<file path="config.mk">
export PLATFORM = sky130hd
export DESIGN_NAME = uart_ctrl
export DESIGN_NICKNAME = d
export VERILOG_FILES = /design/src/rtl/cpu_defs.sv /design/src/rtl/sync2.sv /design/src/rtl/uart_ctrl.sv
export SDC_FILE = /design/constraint.sdc
export NUM_CORES = 1
export LEC_CHECK = 0
export CAP_MARGIN = 20
export CORE_UTILIZATION = 40
export CTS_CLUSTER_SIZE = 14
export DETAILED_ROUTE_END_ITERATION = 6
export PLACE_DENSITY = 0.71
export SETUP_SLACK_MARGIN = 0.3
export SLEW_MARGIN = 20
export SYNTH_ARGS = -nofsm -noshare
export SYNTH_HDL_FRONTEND = slang
export SYNTH_SLANG_ARGS = --single-unit
</file>
<file path="constraint.sdc">
create_clock -name uci_clk -period 2.7 [get_ports uci_clk]
set_clock_uncertainty 0.05 [all_clocks]
set_input_delay 0.54 -clock uci_clk [delete_from_list [all_inputs] [get_ports uci_clk]]
set_output_delay 0.54 -clock uci_clk [all_outputs]
set_load 0.01 [all_outputs]
</file>
<file path="src/rtl/cpu_defs.sv">
// Shared CPU definitions: serial-port addresses, status bit layout and the
// uart_ctrl FSM state encoding.
package cpu_defs;

  localparam logic [15:0] UART_DATA_ADDR = 16'hBF00;
  localparam logic [15:0] UART_STAT_ADDR = 16'hBF01;

  localparam int STAT_TX_READY = 0;
  localparam int STAT_RX_READY = 1;

  typedef enum logic [3:0] {
    IDLE     = 4'd0,
    ST_RD    = 4'd1,
    RD_WAIT  = 4'd2,
    RD_PULSE = 4'd3,
    RD_END   = 4'd4,
    WR_WAIT  = 4'd5,
    WR_SETUP = 4'd6,
    WR_PULSE = 4'd7,
    WR_HOLD  = 4'd8,
    DONE     = 4'd9
  } uart_state_t;

endpackage

</file>
<file path="src/rtl/sync2.sv">
// Two-flop synchronizer for asynchronous level inputs, one chain per bit.
module sync2 #(
  parameter int WIDTH = 1
) (
  input  logic             clk,
  input  logic             srst,
  input  logic [WIDTH-1:0] d,
  output logic [WIDTH-1:0] q
);

  genvar gi;
  generate
    for (gi = 0; gi < WIDTH; gi++) begin : g_bit
      logic meta_reg;
      logic sync_reg;
      always_ff @(posedge clk) begin
        if (srst) begin
          meta_reg <= 1'b0;
          sync_reg <= 1'b0;
        end else begin
          meta_reg <= d[gi];
          sync_reg <= meta_reg;
        end
      end
      assign q[gi] = sync_reg;
    end
  endgenerate

endmodule

</file>
<file path="src/rtl/uart_ctrl.sv">
// Memory-side controller for the external UART sharing the ram1 data bus:
// sequences rdn/wrn strobes, owns the bus during the access and stalls the pipe.
module uart_ctrl
  import cpu_defs::*;
#(
  parameter int          RD_PULSE_CYCLES = 2,
  parameter int          WR_PULSE_CYCLES = 2,
  parameter logic [15:0] TIMEOUT_CYCLES  = 16'hFFFF
) (
  input  logic        uci_clk,
  input  logic        uci_rst,
  input  logic        uci_req,
  input  logic        uci_we,
  input  logic        uci_sel,
  input  logic [15:0] uci_wdata,
  output logic [15:0] uco_rdata,
  output logic        uco_done,
  output logic        uco_err,
  output logic        uco_pause_request,
  input  logic [15:0] uci_bus_in,
  output logic [15:0] uco_bus_out,
  output logic        uco_bus_oe,
  output logic        uco_ram1_disable,
  output logic        uco_rdn,
  output logic        uco_wrn,
  input  logic        uci_data_ready,
  input  logic        uci_tbre,
  input  logic        uci_tsre
);

  localparam logic [7:0]  RD_LAST = 8'(RD_PULSE_CYCLES - 1);
  localparam logic [7:0]  WR_LAST = 8'(WR_PULSE_CYCLES - 1);
  localparam logic [15:0] TO_LAST = TIMEOUT_CYCLES - 16'd1;

  logic [2:0] async_sync;
  logic       dr_s, tbre_s, tsre_s, tx_ready;

  sync2 #(.WIDTH(3)) u_sync (
    .clk  (uci_clk),
    .srst (uci_rst),
    .d    ({uci_tsre, uci_tbre, uci_data_ready}),
    .q    (async_sync)
  );

  assign dr_s     = async_sync[0];
  assign tbre_s   = async_sync[1];
  assign tsre_s   = async_sync[2];
  assign tx_ready = tbre_s & tsre_s;

  // Only the low byte of the bus and write data is meaningful to the UART.
  logic unused_bits;
  assign unused_bits = &{1'b0, uci_wdata[15:8], uci_bus_in[15:8]};

  uart_state_t state_reg, state_next;
  logic [15:0] to_cnt_reg, to_cnt_next;
  logic [7:0]  pulse_cnt_reg, pulse_cnt_next;
  logic [15:0] rdata_reg, rdata_next;
  logic        err_reg, err_next;
  logic        rdn_reg, wrn_reg, oe_reg;
  logic [15:0] bus_out_reg;
  logic        oe_next;

  always_comb begin
    state_next     = state_reg;
    to_cnt_next    = to_cnt_reg;
    pulse_cnt_next = pulse_cnt_reg;
    rdata_next     = rdata_reg;
    err_next       = err_reg;
    case (state_reg)
      IDLE: begin
        if (uci_req) begin
          err_next       = 1'b0;
          to_cnt_next    = 16'd0;
          pulse_cnt_next = 8'd0;
          if (uci_sel) state_next = uci_we ? DONE : ST_RD;
          else         state_next = uci_we ? WR_WAIT : RD_WAIT;
        end
      end
      ST_RD: begin
        rdata_next                = 16'h0000;
        rdata_next[STAT_TX_READY] = tx_ready;
        rdata_next[STAT_RX_READY] = dr_s;
        state_next                = DONE;
      end
      RD_WAIT: begin
        if (!uci_req) begin
          state_next = IDLE;
        end else if (dr_s) begin
          pulse_cnt_next = 8'd0;
          state_next     = RD_PULSE;
        end else if (to_cnt_reg == TO_LAST) begin
          err_next   = 1'b1;
          rdata_next = 16'h0000;
          state_next = DONE;
        end else begin
          to_cnt_next = to_cnt_reg + 16'd1;
        end
      end
      RD_PULSE: begin
        if (pulse_cnt_reg == RD_LAST) begin
          rdata_next = {8'h00, uci_bus_in[7:0]};
          state_next = RD_END;
        end else begin
          pulse_cnt_next = pulse_cnt_reg + 8'd1;
        end
      end
      RD_END: state_next = DONE;
      WR_WAIT: begin
        if (!uci_req) begin
          state_next = IDLE;
        end else if (tx_ready) begin
          state_next = WR_SETUP;
        end else if (to_cnt_reg == TO_LAST) begin
          err_next   = 1'b1;
          rdata_next = 16'h0000;
          state_next = DONE;
        end else begin
          to_cnt_next = to_cnt_reg + 16'd1;
        end
      end
      WR_SETUP: begin
        pulse_cnt_next = 8'd0;
        state_next     = WR_PULSE;
      end
      WR_PULSE: begin
        if (pulse_cnt_reg == WR_LAST) state_next = WR_HOLD;
        else                          pulse_cnt_next = pulse_cnt_reg + 8'd1;
      end
      WR_HOLD: state_next = DONE;
      DONE:    state_next = IDLE;
      default: state_next = IDLE;
    endcase
  end

  assign oe_next = (state_next == WR_SETUP) || (state_next == WR_PULSE) ||
                   (state_next == WR_HOLD);

  // Strobes and bus enable are registered from the next state so they line
  // up exactly with the state they belong to and never glitch.
  always_ff @(posedge uci_clk) begin
    if (uci_rst) begin
      state_reg     <= IDLE;
      to_cnt_reg    <= 16'd0;
      pulse_cnt_reg <= 8'd0;
      rdata_reg     <= 16'h0000;
      err_reg       <= 1'b0;
      rdn_reg       <= 1'b1;
      wrn_reg       <= 1'b1;
      oe_reg        <= 1'b0;
      bus_out_reg   <= 16'h0000;
    end else begin
      state_reg     <= state_next;
      to_cnt_reg    <= to_cnt_next;
      pulse_cnt_reg <= pulse_cnt_next;
      rdata_reg     <= rdata_next;
      err_reg       <= err_next;
      rdn_reg       <= (state_next != RD_PULSE);
      wrn_reg       <= (state_next != WR_PULSE);
      oe_reg        <= oe_next;
      if (state_reg == WR_WAIT && state_next == WR_SETUP)
        bus_out_reg <= {8'h00, uci_wdata[7:0]};
      else if (!oe_next)
        bus_out_reg <= 16'h0000;
    end
  end

  assign uco_rdata         = rdata_reg;
  assign uco_err           = err_reg;
  assign uco_done          = (state_reg == DONE);
  assign uco_rdn           = rdn_reg;
  assign uco_wrn           = wrn_reg;
  assign uco_bus_oe        = oe_reg;
  assign uco_bus_out       = bus_out_reg;
  assign uco_ram1_disable  = (state_reg != IDLE) && (state_reg != DONE);
  assign uco_pause_request = uci_req && (state_reg != DONE) && !uci_rst;

endmodule

</file>
==> results of run 1 <==
==> per-layer routing <==
metal / global-route usage, % / share of wire (%) / vias to the layer above / wire length [um]
met3: 3.66 / 4.1 / 11 / 270
met1: 24.2 / 47 / 1239 / 3110
met5: 0 / 0 / - / 0
li1: - / - / 1300 / -
met4: 6.52 / 1.6 / 0 / 108
met2: 31.3 / 47 / 71 / 3120
==> area by class of cell <==
type	count	area [um2]
clock buffers	6	72.6
multi-input cells	248	1580
flip-flops and latches	54	1080
well taps	96	120
repair buffers	61	573
fillers	643	3300
clock inverters	2	37.5
inverters	7	26.3
==> power by group <==
group / total (uW) / switching, uW / internal (uW) / leakage, uW
sequential: 897 / 57.9 / 839 / 0.000439
combinational: 582 / 324 / 257 / 0.000726
clock: 552 / 275 / 277 / 0.0000514
total: 2030 / 657 / 1370 / 0.00122
==> metrics by stage <==
stage                     util (%)  setup WS, ns  power [uW]  hold slack (ns)  cells
after global routing          51.5         0.341        2140            0.413    474
after detailed placement      49.6        0.0351        1480            0.374    466
after CTS                     51.2         0.185        2030            0.398    474
after global placement        49.6        0.0650        1470            0.368    466
final                         51.5         0.457        2030            0.398    474
after floorplan                  -         0.552        1300            0.364    340
==> cells by family (layout without fill, tap and decap cells) <==
logic type / count (synthesis) / count (layout) / synth area share [%]
compound gates: 90 / 90 / 22.0
xor+xnor: 4 / 4 / 1.25
fa+ha+maj: 4 / 4 / 1.78
buf+inv: 38 / 76 / 7.54
flops: 54 / 54 / 38.6
mux: 5 / 5 / 1.83
other cells: 1 / 16 / 0.134
simple gates: 129 / 129 / 26.9
==> cell usage after synthesis (all sizes together) (3+ instances only) <==
cell and count:
a31o 3, a22o 8, nor4b 3, mux2i 4, nand4 15, ha 4, and3 4, nor2b 12
o31ai 10, a221oi 3, or2 5, clkbuf 9, xnor2 3, nand3b 3, or4 10, nand3 12
o32ai 3, inv 6, a21oi 29, nand2 20, nor4 3, nand2b 3, buf 22, nor3 8
o21ai 15, dfxtp 54, nor3b 3, or3 6, nor2 15
==> worst max-delay path by stage <==
| stage | start | endpoint | slack [ns] | depth (start not counted) |
|---|---|---|---|---|
| 6_report | to_cnt_reg[1]$_SDFFE_PP0P_ | uco_rdn$_SDFF_PP1_ | 0.46 | 6 |
| 5_1_grt | to_cnt_reg[1]$_SDFFE_PP0P_ | uco_rdn$_SDFF_PP1_ | 0.34 | 6 |
| 4_1_cts | state_reg[1]$_SDFF_PP0_ | uco_pause_request | 0.18 | 4 |
| 3_5_place_dp | uci_req | to_cnt_reg[10]$_SDFFE_PP0P_ | 0.04 | 5 |
| 3_3_place_gp | uci_req | uco_pause_request | 0.06 | 4 |
| 2_1_floorplan | uci_req | pulse_cnt_reg[7]$_SDFFE_PP0P_ | 0.55 | 6 |
==> timing repair <==
item                                    4_1_cts  5_1_grt
buffers inserted                              0        0
hold buffers                                  0        0
endpoints found under the setup margin        3       12
gates resized for setup                       3        5
==> worst max-delay path: stages (launching register included) <==
cell	delay (ns)
sky130_fd_sc_hd__dfxtp_1	0.41
sky130_fd_sc_hd__ha_1	0.18
sky130_fd_sc_hd__nand4_1	0.11
sky130_fd_sc_hd__or4_1	0.67
sky130_fd_sc_hd__a221oi_1	0.40
sky130_fd_sc_hd__a211o_1	0.19
sky130_fd_sc_hd__nand4_1	0.10
==> insert_results.sql, run 1 <==
INSERT INTO impl_metrics (metric_group, metric, value, unit) VALUES
('flow_run', 'maximum_capacitance_violations', '0', ''),
('final_layout', 'layout_common_cells', 'sky130_fd_sc_hd__dfxtp_1 (51), sky130_fd_sc_hd__clkdlybuf4s50_1 (43), sky130_fd_sc_hd__a21oi_1 (29)', ''),
('timing', 'max-slew-margin-rel', '37.7', '%'),
('synth', 'share_of_the_synthesized_area_in_the_top_cell_type', '38.6', '%'),
('synth', 'post_synth_main_area_contributors', 'sky130_fd_sc_hd__dfxtp_1 (39%), sky130_fd_sc_hd__a21oi_1 (5.2%), sky130_fd_sc_hd__buf_4 (4.6%)', ''),
('final_layout', 'layout.cells.most_common', 'sky130_fd_sc_hd__dfxtp_1', ''),
('clocking', 'cts_tree', 'yes', ''),
('grt', 'globalRouteTotalUtil', '18.7', '%'),
('worst_setup_path', 'end_kind', 'register', ''),
('route', 'detailedRoute.firstIterationViolations', '138', ''),
('synth', 'synthesis.area_per_instance', '8.63', 'um2'),
('timing', 'setup-violations-final', '0', ''),
('timing', 'rsz0062_at_grt', 'false', ''),
('synth', 'synthFlopType', 'sky130_fd_sc_hd__dfxtp_1', ''),
('synth', 'synth.lib_cells_used.distinct', '59', ''),
('worst_setup_path', 'critPathRequiredTime', '2.82', 'ns'),
('timing', 'finalCritPeriodShare', '83.1', '%'),
('floorplanning', 'placement_rows', '30', ''),
('synth', 'synth.yosys.warnings', '0', ''),
('route', 'vias', '2621', ''),
('run_status', 'status', 'complete, no violations', ''),
('floorplanning', 'dieArea', '7350', 'um2'),
('floorplanning', 'die_w', '85.7', 'um'),
('route', 'routed_wirelength', '6610', 'um'),
('timing', 'tightestPinTransition', '0.932', 'ns'),
('timing', 'max_freq', '446', 'MHz'),
('floorplanning', 'core-area', '6790', 'um2'),
('worst_setup_path', 'timing.reg2reg.setup_slack', '0.46', 'ns'),
('route', 'drt_first_pass_iters', '4', ''),
('timing', 'period_minus_slack', '2.24', 'ns'),
('route', 'postRouteAntennaNets', '0', ''),
('worst_setup_path', 'critical_path.reg2reg.endpoint', 'uco_rdn$_SDFF_PP1_', ''),
('synth', 'synth_top_cell_by_area', 'sky130_fd_sc_hd__dfxtp_1', ''),
('synth', 'syn-cell-area', '2800', 'um2'),
('pwr', 'vdd_ir_drop_max', '0.326', 'mV'),
('clocking', 'worstSkewPairLatency', '0.31', 'ns'),
('hold_path', 'hold_path_class', 'reg -> reg', ''),
('worst_setup_path', 'timing.reg2reg.worst_path_depth', '6', ''),
('hold_path', 'timing.hold.worst_endpoint', 'u_sync.g_bit[2].sync_reg$_SDFF_PP0_', ''),
('pwr', 'total_leakage_power', '0.00122', 'uW'),
('clocking', 'cts_root_buffer', 'sky130_fd_sc_hd__clkbuf_8', ''),
('clocking', 'worst_setup_hold_path_clk_slew', '0.10', 'ns'),
('floorplanning', 'initial_utilization', '41.3', '%'),
('final_layout', 'flow.area_growth_from_synthesis', '24.7', '%'),
('placement', 'detailed_place.area', '3370', 'um2'),
('grt', 'grt.overflow.total', '0', ''),
('worst_setup_path', 'arrival', '2.37', 'ns'),
('hold_path', 'hold_path_depth', '1', ''),
('final_layout', 'drive_above_1_share', '10.8', '%'),
('worst_setup_path', 'worst_setup_path_start_kind', 'register', ''),
('synth', 'async_flop_share', '0', '%'),
('worst_setup_path', 'crit_type', 'reg -> reg', ''),
('clocking', 'cts_sinks', '54', ''),
('synth', 'syn_inst', '325', ''),
('clocking', 'cts-root-to-sink-buffers', '2', ''),
('placement', 'port-buffer-count', '46', ''),
('grt', 'grt_first_pass_wirelength', '11100', 'um'),
('placement', 'place_congestion', '0.842', ''),
('clocking', 'cts_buffers', '5', ''),
('timing', 'timing.final.hold_violations', '0', ''),
('synth', 'flip_flop_and_latch_count_after_synthesis', '54', ''),
('floorplanning', 'floorplan.die.height', '85.7', 'um'),
('synth', 'seq_area_frac_synth', '38.6', '%'),
('grt', 'antenna_found_initial', '0', ''),
('placement', 'dpl.hpwl', '4700', 'um'),
('final_layout', 'layout.nets', '421', ''),
('hold_path', 'min-delay-start', 'u_sync.g_bit[2].meta_reg$_SDFF_PP0_', ''),
('synth', 'number_of_enable_type_register_cells_in_the_synthesized_netlist', '0', ''),
('worst_setup_path', 'r2r-start', 'to_cnt_reg[1]$_SDFFE_PP0P_', ''),
('clocking', 'cts_max_level', '2', ''),
('final_layout', 'antenna_cells_inserted', '0', '');
(Power assumes the default switching activity.)
==> inputs of run 2 (changes only) <==
--- a/config.mk
+++ b/config.mk
@@ -9,7 +9,7 @@
 export CORE_UTILIZATION = 40
 export CTS_CLUSTER_SIZE = 14
 export DETAILED_ROUTE_END_ITERATION = 6
-export PLACE_DENSITY = 0.71
+export PLACE_DENSITY = 0.73
 export SETUP_SLACK_MARGIN = 0.3
 export SLEW_MARGIN = 20
 export SYNTH_ARGS = -nofsm -noshare
==> constraint.sdc (replaced) <==
create_clock -name uci_clk -period 1.9 [get_ports uci_clk]
set_clock_uncertainty 0.05 [all_clocks]
set_input_delay 0.38 -clock uci_clk [delete_from_list [all_inputs] [get_ports uci_clk]]
set_output_delay 0.38 -clock uci_clk [all_outputs]
set_load 0.01 [all_outputs]
==> run 2 against run 1 <==
The run now ends with negative setup slack left; first-iteration DRC count is 28% higher; combinational power grew to 2.7 times the previous value; maximum frequency increased by 9.8%; routed wire length grew 47%; worst setup slack worse by 0.60 ns; clock power grew 21%; largest power group is now combinational logic.
==> insert_results.sql, run 2 (same netlist as run 1, synthesis figures left out) <==
INSERT INTO impl_metrics (metric_group, metric, value, unit) VALUES
('hold_path', 'hold_path_depth', '1', ''),
('route', 'wl_per_cell', '17.7', 'um'),
('floorplanning', 'die_w', '85.7', 'um'),
('placement', 'port-buffer-count', '46', ''),
('grt', 'grt.overflow.total', '0', ''),
('route', 'postRouteAntennaNets', '0', ''),
('worst_setup_path', 'crit_type', 'reg -> reg', ''),
('timing', 'period_minus_slack', '2.04', 'ns'),
('floorplanning', 'floorplan.die.height', '85.7', 'um'),
('final_layout', 'layout_common_cells', 'sky130_fd_sc_hd__buf_4 (64), sky130_fd_sc_hd__dfxtp_1 (42), sky130_fd_sc_hd__clkdlybuf4s50_1 (22)', ''),
('clocking', 'cts_buffers', '5', ''),
('worst_setup_path', 'end_kind', 'register', ''),
('timing', 'timing.final.hold_violations', '0', ''),
('route', 'drt-vias-per-instance', '5.70', ''),
('placement', 'dpl.hpwl', '5530', 'um'),
('final_layout', 'fillCellCount', '469', ''),
('clocking', 'cts_root_buffer', 'sky130_fd_sc_hd__clkbuf_8', ''),
('pwr', 'cellPowerDensity', '743', 'nW/um2'),
('worst_setup_path', 'critPathRequiredTime', '2.11', 'ns'),
('timing', 'tightestPinTransition', '0.540', 'ns'),
('hold_path', 'hold_path_class', 'reg -> reg', ''),
('grt', 'grt_first_pass_wirelength', '14000', 'um'),
('grt', 'globalRouteTotalUtil', '23.9', '%'),
('worst_setup_path', 'critical_path.reg2reg.endpoint', 'uco_rdn$_SDFF_PP1_', ''),
('route', 'routed_wirelength', '9710', 'um'),
('flow_run', 'maximum_capacitance_violations', '0', ''),
('clocking', 'cts_sinks', '54', ''),
('final_layout', 'drive_above_1_share', '43.5', '%'),
('clocking', 'worst_setup_hold_path_clk_slew', '0.10', 'ns'),
('worst_setup_path', 'arrival', '2.25', 'ns'),
('clocking', 'cts_max_level', '2', ''),
('route', 'vias', '3127', ''),
('floorplanning', 'dieArea', '7350', 'um2'),
('worst_setup_path', 'worst_setup_path_start_kind', 'register', ''),
('route', 'detailedRoute.firstIterationViolations', '177', ''),
('timing', 'final_report_max_slew_violation_count', '0', ''),
('final_layout', 'design_area', '4760', 'um2'),
('floorplanning', 'io_pins', '79', ''),
('clocking', 'worstSkewPairLatency', '0.32', 'ns'),
('pwr', 'total_leakage_power', '0.00182', 'uW'),
('pwr', 'fin_total_pwr', '3540', 'uW'),
('timing', 'max-slew-margin-rel', '63.5', '%'),
('route', 'drc', '0', ''),
('final_layout', 'antenna_cells_inserted', '0', ''),
('route', 'drt_first_pass_iters', '6', ''),
('floorplanning', 'core-area', '6790', 'um2'),
('grt', 'antenna_found_initial', '0', ''),
('timing', 'max_freq', '490', 'MHz'),
('final_layout', 'layout.cells.most_common', 'sky130_fd_sc_hd__buf_4', ''),
('placement', 'detailed_place.area', '3900', 'um2'),
('clocking', 'cts-root-to-sink-buffers', '2', ''),
('timing', 'finalCritPeriodShare', '107', '%'),
('final_layout', 'post-route-util', '70.1', '%'),
('pwr', 'vdd_ir_drop_max', '0.513', 'mV'),
('final_layout', 'largest_reg_flops', '16', ''),
('clocking', 'cts_tree', 'yes', ''),
('floorplanning', 'initial_utilization', '41.3', '%'),
('worst_setup_path', 'timing.reg2reg.worst_path_depth', '8', ''),
('timing', 'setup-violations-final', '33', ''),
('timing', 'rsz0062_at_grt', 'true', ''),
('floorplanning', 'placement_rows', '30', ''),
('hold_path', 'min-delay-start', 'u_sync.g_bit[2].meta_reg$_SDFF_PP0_', ''),
('run_status', 'violations', 'negative setup slack', ''),
('grt', 'grt_start_max_net_pins', '17', ''),
('run_status', 'status', 'finished, violations left', ''),
('final_layout', 'flow.area_growth_from_synthesis', '69.8', '%'),
('worst_setup_path', 'critPathMaxFanout', '4', ''),
('placement', 'place_congestion', '0.859', ''),
('worst_setup_path', 'timing.reg2reg.setup_slack', '-0.14', 'ns'),
('hold_path', 'timing.hold.worst_endpoint', 'u_sync.g_bit[2].sync_reg$_SDFF_PP0_', ''),
('timing', 'setup_ws_final', '-0.142', 'ns'),
('grt', 'number_of_global_route_vias_before_repair', '3040', ''),
('final_layout', 'layout.nets', '496', ''),
('worst_setup_path', 'r2r-start', 'to_cnt_reg[0]$_SDFFE_PP0P_', '');
[run 2: cell types whose count changed in the layout (fill, tap and decap cells not counted), moves of 6 or more]
cell,change
sky130_fd_sc_hd__or4_1,-8
sky130_fd_sc_hd__dfxtp_1,-9
sky130_fd_sc_hd__clkdlybuf4s50_1,-21
sky130_fd_sc_hd__dlygate4sd2_1,+18
sky130_fd_sc_hd__o31ai_1,-6
sky130_fd_sc_hd__a21oi_1,-11
sky130_fd_sc_hd__buf_4,+49
sky130_fd_sc_hd__a21oi_2,+8
sky130_fd_sc_hd__buf_6,+18
sky130_fd_sc_hd__or4_4,+8
[run 2: area by class of cell]
class,count,area [um2],area share [%]
clock inverter,2,13.8,0.289
sequential,54,1110,23.2
clock buffer,6,72.6,1.52
inverter,7,28.8,0.604
timing repair buffer,135,1240,26.1
multi-input combinational,249,2180,45.7
tap,96,120,2.52
[run 2: layer usage]
| layer | share of wire [%] | vias to the layer above | GRT usage [%] | routed length (um) |
|---|---|---|---|---|
| met5 | 0 | - | 0 | 0 |
| li1 | - | 1455 | - | - |
| met4 | 2.0 | 0 | 11.5 | 197 |
| met1 | 41 | 1516 | 28.3 | 3950 |
| met3 | 5.1 | 24 | 4.72 | 493 |
| met2 | 52 | 132 | 41.5 | 5070 |
[run 2: what timing repair did]
action | 4_1_cts | 5_1_grt
setup buffers | 15 | 6
setup endpoints to repair | 69 | 51
hold buffers | 0 | 0
resized for setup | 96 | 58
cloned | 3 | 2
pin swaps | 29 | 28
[run 2: how the worst max path moves through the flow]
stage	slack, ns	to	cells after the start	startpoint
after detailed placement	-0.37	pulse_cnt_reg[3]$_SDFFE_PP0P_	7	uci_req
after global routing	-0.20	uco_rdn$_SDFF_PP1_	8	to_cnt_reg[0]$_SDFFE_PP0P_
after CTS	-0.09	uco_rdn$_SDFF_PP1_	7	to_cnt_reg[0]$_SDFFE_PP0P_
final	-0.14	uco_rdn$_SDFF_PP1_	8	to_cnt_reg[0]$_SDFFE_PP0P_
after floorplan	-0.006	to_cnt_reg[7]$_SDFFE_PP0P_	7	state_reg[1]$_SDFF_PP0_
after global placement	-0.35	to_cnt_reg[3]$_SDFFE_PP0P_	5	uci_req
[run 2: where the power goes]
| part | total [uW] | switching (uW) | internal [uW] |
|---|---|---|---|
| logic | 1580 | 804 | 775 |
| registers | 1290 | 88.9 | 1200 |
| clock network | 666 | 404 | 262 |
[run 2: stage by stage]
stage               setup TNS, ns  hold slack [ns]  instances  setup WS [ns]
finish                      -2.61            0.408        549         -0.142
global placement            -9.49            0.374        515         -0.350
CTS                        -0.518            0.407        541        -0.0871
detailed placement         -10.96            0.387        515         -0.375
global route                -4.86            0.421        549         -0.195
floorplan                -0.00605            0.364        340       -0.00605
[run 2: critical path: stages (launching register included)]
cell,delay (ns)
sky130_fd_sc_hd__dfxtp_2,0.33
sky130_fd_sc_hd__inv_2,0.07
sky130_fd_sc_hd__ha_4,0.13
sky130_fd_sc_hd__nand4_1,0.11
sky130_fd_sc_hd__or4_4,0.62
sky130_fd_sc_hd__a221oi_4,0.27
sky130_fd_sc_hd__o32ai_2,0.14
sky130_fd_sc_hd__buf_4,0.17
sky130_fd_sc_hd__nand4_1,0.08
==> inputs of run 3 (changes only) <==
--- a/config.mk
+++ b/config.mk
@@ -6,11 +6,13 @@
 export NUM_CORES = 1
 export LEC_CHECK = 0
 export CAP_MARGIN = 20
-export CORE_UTILIZATION = 40
+export CORE_UTILIZATION = 45
+export CTS_BUF_LIST = sky130_fd_sc_hd__clkbuf_8
 export CTS_CLUSTER_SIZE = 14
 export DETAILED_ROUTE_END_ITERATION = 6
-export PLACE_DENSITY = 0.73
+export PLACE_DENSITY = 0.81
 export SETUP_SLACK_MARGIN = 0.3
+export SKIP_CTS_REPAIR_TIMING = 1
 export SLEW_MARGIN = 20
 export SYNTH_ARGS = -nofsm -noshare
 export SYNTH_HDL_FRONTEND = slang
==> run 3 against run 2 <==
The flow still finishes with violations (negative setup slack); maximum frequency up 0.15%; clock power is 26% higher; via count down 2.3%; sequential share of layout area up 2.0 points; register-to-register slack is essentially flat; first-iteration DRC count up 36%; critical path type unchanged.
==> insert_results.sql, run 3 (same netlist as run 1, synthesis figures left out) <==
INSERT INTO impl_metrics (metric_group, metric, value, unit) VALUES
('run_status', 'status', 'finished, violations left', ''),
('run_status', 'violations', 'negative setup slack', ''),
('worst_setup_path', 'worstSetupPathDepth', '8', ''),
('route', 'vias', '3054', ''),
('final_layout', 'layout_common_cells', 'sky130_fd_sc_hd__buf_4 (66), sky130_fd_sc_hd__dfxtp_1 (38), sky130_fd_sc_hd__a21oi_1 (26)', ''),
('floorplanning', 'initial_utilization', '47.1', '%'),
('grt', 'globalRouteTotalUtil', '22.8', '%'),
('grt', 'grt_start_max_net_pins', '24', ''),
('placement', 'place_congestion', '0.879', ''),
('route', 'drt-vias-per-instance', '5.95', ''),
('worst_setup_path', 'critical_path.top_delay_family', 'simple AND/OR/NAND/NOR gates', ''),
('timing', 'period_minus_slack', '2.04', 'ns'),
('clocking', 'cts_max_level', '2', ''),
('worst_setup_path', 'critPathBufInv', '2', ''),
('worst_setup_path', 'critical_path.cell_chain', 'inv_2, ha_4, nand4_1, or4_4, buf_4, o21ai_4, a21oi_1, a311oi_1', ''),
('worst_setup_path', 'slowest_cell_on_the_critical_path', 'sky130_fd_sc_hd__or4_4', ''),
('timing', 'finalCritPeriodShare', '107', '%'),
('floorplanning', 'floorplan.die.height', '80.9', 'um'),
('final_layout', 'layout.cells.most_common', 'sky130_fd_sc_hd__buf_4', ''),
('final_layout', 'fillCellCount', '379', ''),
('hold_path', 'hold_path_class', 'reg -> reg', ''),
('final_layout', 'layout.nets', '481', ''),
('route', 'wl_per_cell', '17.6', 'um'),
('grt', 'grt.overflow.total', '0', ''),
('timing', 'timing.final.hold_violations', '0', ''),
('pwr', 'cellPowerDensity', '800', 'nW/um2'),
('worst_setup_path', 'slowest_delay', '0.54', 'ns'),
('worst_setup_path', 'critPathRequiredTime', '2.08', 'ns'),
('timing', 'final_report_max_slew_violation_count', '0', ''),
('grt', 'grt_first_pass_wirelength', '11700', 'um'),
('pwr', 'total_leakage_power', '0.00195', 'uW'),
('final_layout', 'drive_above_1_share', '37.0', '%'),
('worst_setup_path', 'timing.reg2reg.worst_path_depth', '8', ''),
('route', 'drc', '0', ''),
('timing', 'fin_tns_setup', '-0.701', 'ns'),
('grt', 'number_of_global_route_vias_before_repair', '2527', ''),
('route', 'drt_first_pass_iters', '5', ''),
('flow_run', 'maximum_capacitance_violations', '0', ''),
('clocking', 'worst_setup_hold_path_clk_slew', '0.11', 'ns'),
('route', 'detailedRoute.firstIterationViolations', '241', ''),
('worst_setup_path', 'end_kind', 'register', ''),
('worst_setup_path', 'crit_start', 'to_cnt_reg[0]$_SDFFE_PP0P_', ''),
('worst_setup_path', 'cp-endpoint', 'uco_rdata[1]$_SDFFE_PP0P_', ''),
('floorplanning', 'dieArea', '6550', 'um2'),
('worst_setup_path', 'crit_type', 'reg -> reg', ''),
('pwr', 'vdd_ir_drop_max', '0.507', 'mV'),
('clocking', 'cts-root-to-sink-buffers', '2', ''),
('timing', 'max_freq', '490', 'MHz'),
('floorplanning', 'die_w', '80.9', 'um'),
('timing', 'rsz0062_at_grt', 'true', ''),
('grt', 'antenna_found_initial', '0', ''),
('final_layout', 'flow.area_growth_from_synthesis', '57.0', '%'),
('worst_setup_path', 'arrival', '2.22', 'ns'),
('clocking', 'cts_root_buffer', 'sky130_fd_sc_hd__clkbuf_8', ''),
('timing', 'setup-violations-final', '12', ''),
('placement', 'detailed_place.area', '3820', 'um2'),
('worst_setup_path', 'timing.reg2reg.setup_slack', '-0.14', 'ns'),
('clocking', 'cts_sinks', '54', ''),
('route', 'postRouteAntennaNets', '0', ''),
('clocking', 'cts_buffers', '5', ''),
('clocking', 'cts_tree', 'yes', ''),
('final_layout', 'largest_reg_flops', '16', ''),
('placement', 'port-buffer-count', '46', ''),
('worst_setup_path', 'worst_setup_path_start_kind', 'register', ''),
('clocking', 'worstSkewPairLatency', '0.32', 'ns'),
('final_layout', 'design_area', '4400', 'um2'),
('final_layout', 'antenna_cells_inserted', '0', ''),
('timing', 'setup_ws_final', '-0.139', 'ns'),
('floorplanning', 'placement_rows', '28', ''),
('floorplanning', 'io_pins', '79', ''),
('worst_setup_path', 'critPathMaxFanout', '5', ''),
('worst_setup_path', 'critical_path.reg2reg.endpoint', 'uco_rdata[1]$_SDFFE_PP0P_', ''),
('floorplanning', 'core-area', '5960', 'um2'),
('worst_setup_path', 'r2r-start', 'to_cnt_reg[0]$_SDFFE_PP0P_', ''),
('route', 'routed_wirelength', '9000', 'um'),
('placement', 'dpl.hpwl', '5410', 'um');
## run 3: how the worst min path moves through the flow
stage	to	from	cells after the start	slack [ns]
2_1_floorplan	u_sync.g_bit[0].sync_reg$_SDFF_PP0_	u_sync.g_bit[0].meta_reg$_SDFF_PP0_	1	0.36
3_3_place_gp	u_sync.g_bit[0].sync_reg$_SDFF_PP0_	u_sync.g_bit[0].meta_reg$_SDFF_PP0_	1	0.37
3_5_place_dp	u_sync.g_bit[2].sync_reg$_SDFF_PP0_	u_sync.g_bit[2].meta_reg$_SDFF_PP0_	1	0.39
4_1_cts	u_sync.g_bit[0].sync_reg$_SDFF_PP0_	u_sync.g_bit[0].meta_reg$_SDFF_PP0_	1	0.41
5_1_grt	u_sync.g_bit[0].sync_reg$_SDFF_PP0_	u_sync.g_bit[0].meta_reg$_SDFF_PP0_	1	0.42
6_report	u_sync.g_bit[2].sync_reg$_SDFF_PP0_	u_sync.g_bit[2].meta_reg$_SDFF_PP0_	1	0.40
## run 3: per-layer routing
layer / track usage (%) / share of wire [%] / vias to the layer above
met5: 0 / 0 / -
met4: 6.79 / 2.0 / 0
met3: 4.83 / 5.1 / 19
met2: 37.0 / 51 / 113
met1: 30.2 / 42 / 1489
li1: - / - / 1433
## run 3: final cells by class
type,instances,area (um2),area share [%]
Sequential cell,54,1110,25.2
Multi-Input combinational cell,251,1990,45.1
Clock buffer,5,68.8,1.56
Inverter,7,26.3,0.597
Tap cell,75,93.8,2.13
Timing Repair Buffer,118,1070,24.3
Clock inverter,3,48.8,1.11
## run 3: metrics by stage
step / cells / util, % / setup WS, ns / total power, uW / hold WS [ns]
after global placement: 487 / 64.2 / -0.350 / 2360 / 0.375
after global routing: 513 / 73.9 / -0.271 / 3650 / 0.421
final: 513 / 73.9 / -0.139 / 3520 / 0.404
after floorplan: 340 / - / -0.00605 / 1960 / 0.364
after CTS: 495 / 66.2 / -0.434 / 3200 / 0.409
after detailed placement: 487 / 64.2 / -0.383 / 2390 / 0.386
## run 3: power by group
group | total, uW | leakage (uW) | internal [uW] | switching (uW)
registers | 1270 | 0.000446 | 1200 | 74.9
logic | 1410 | 0.00145 | 691 | 716
clock network | 838 | 0.0000563 | 403 | 436
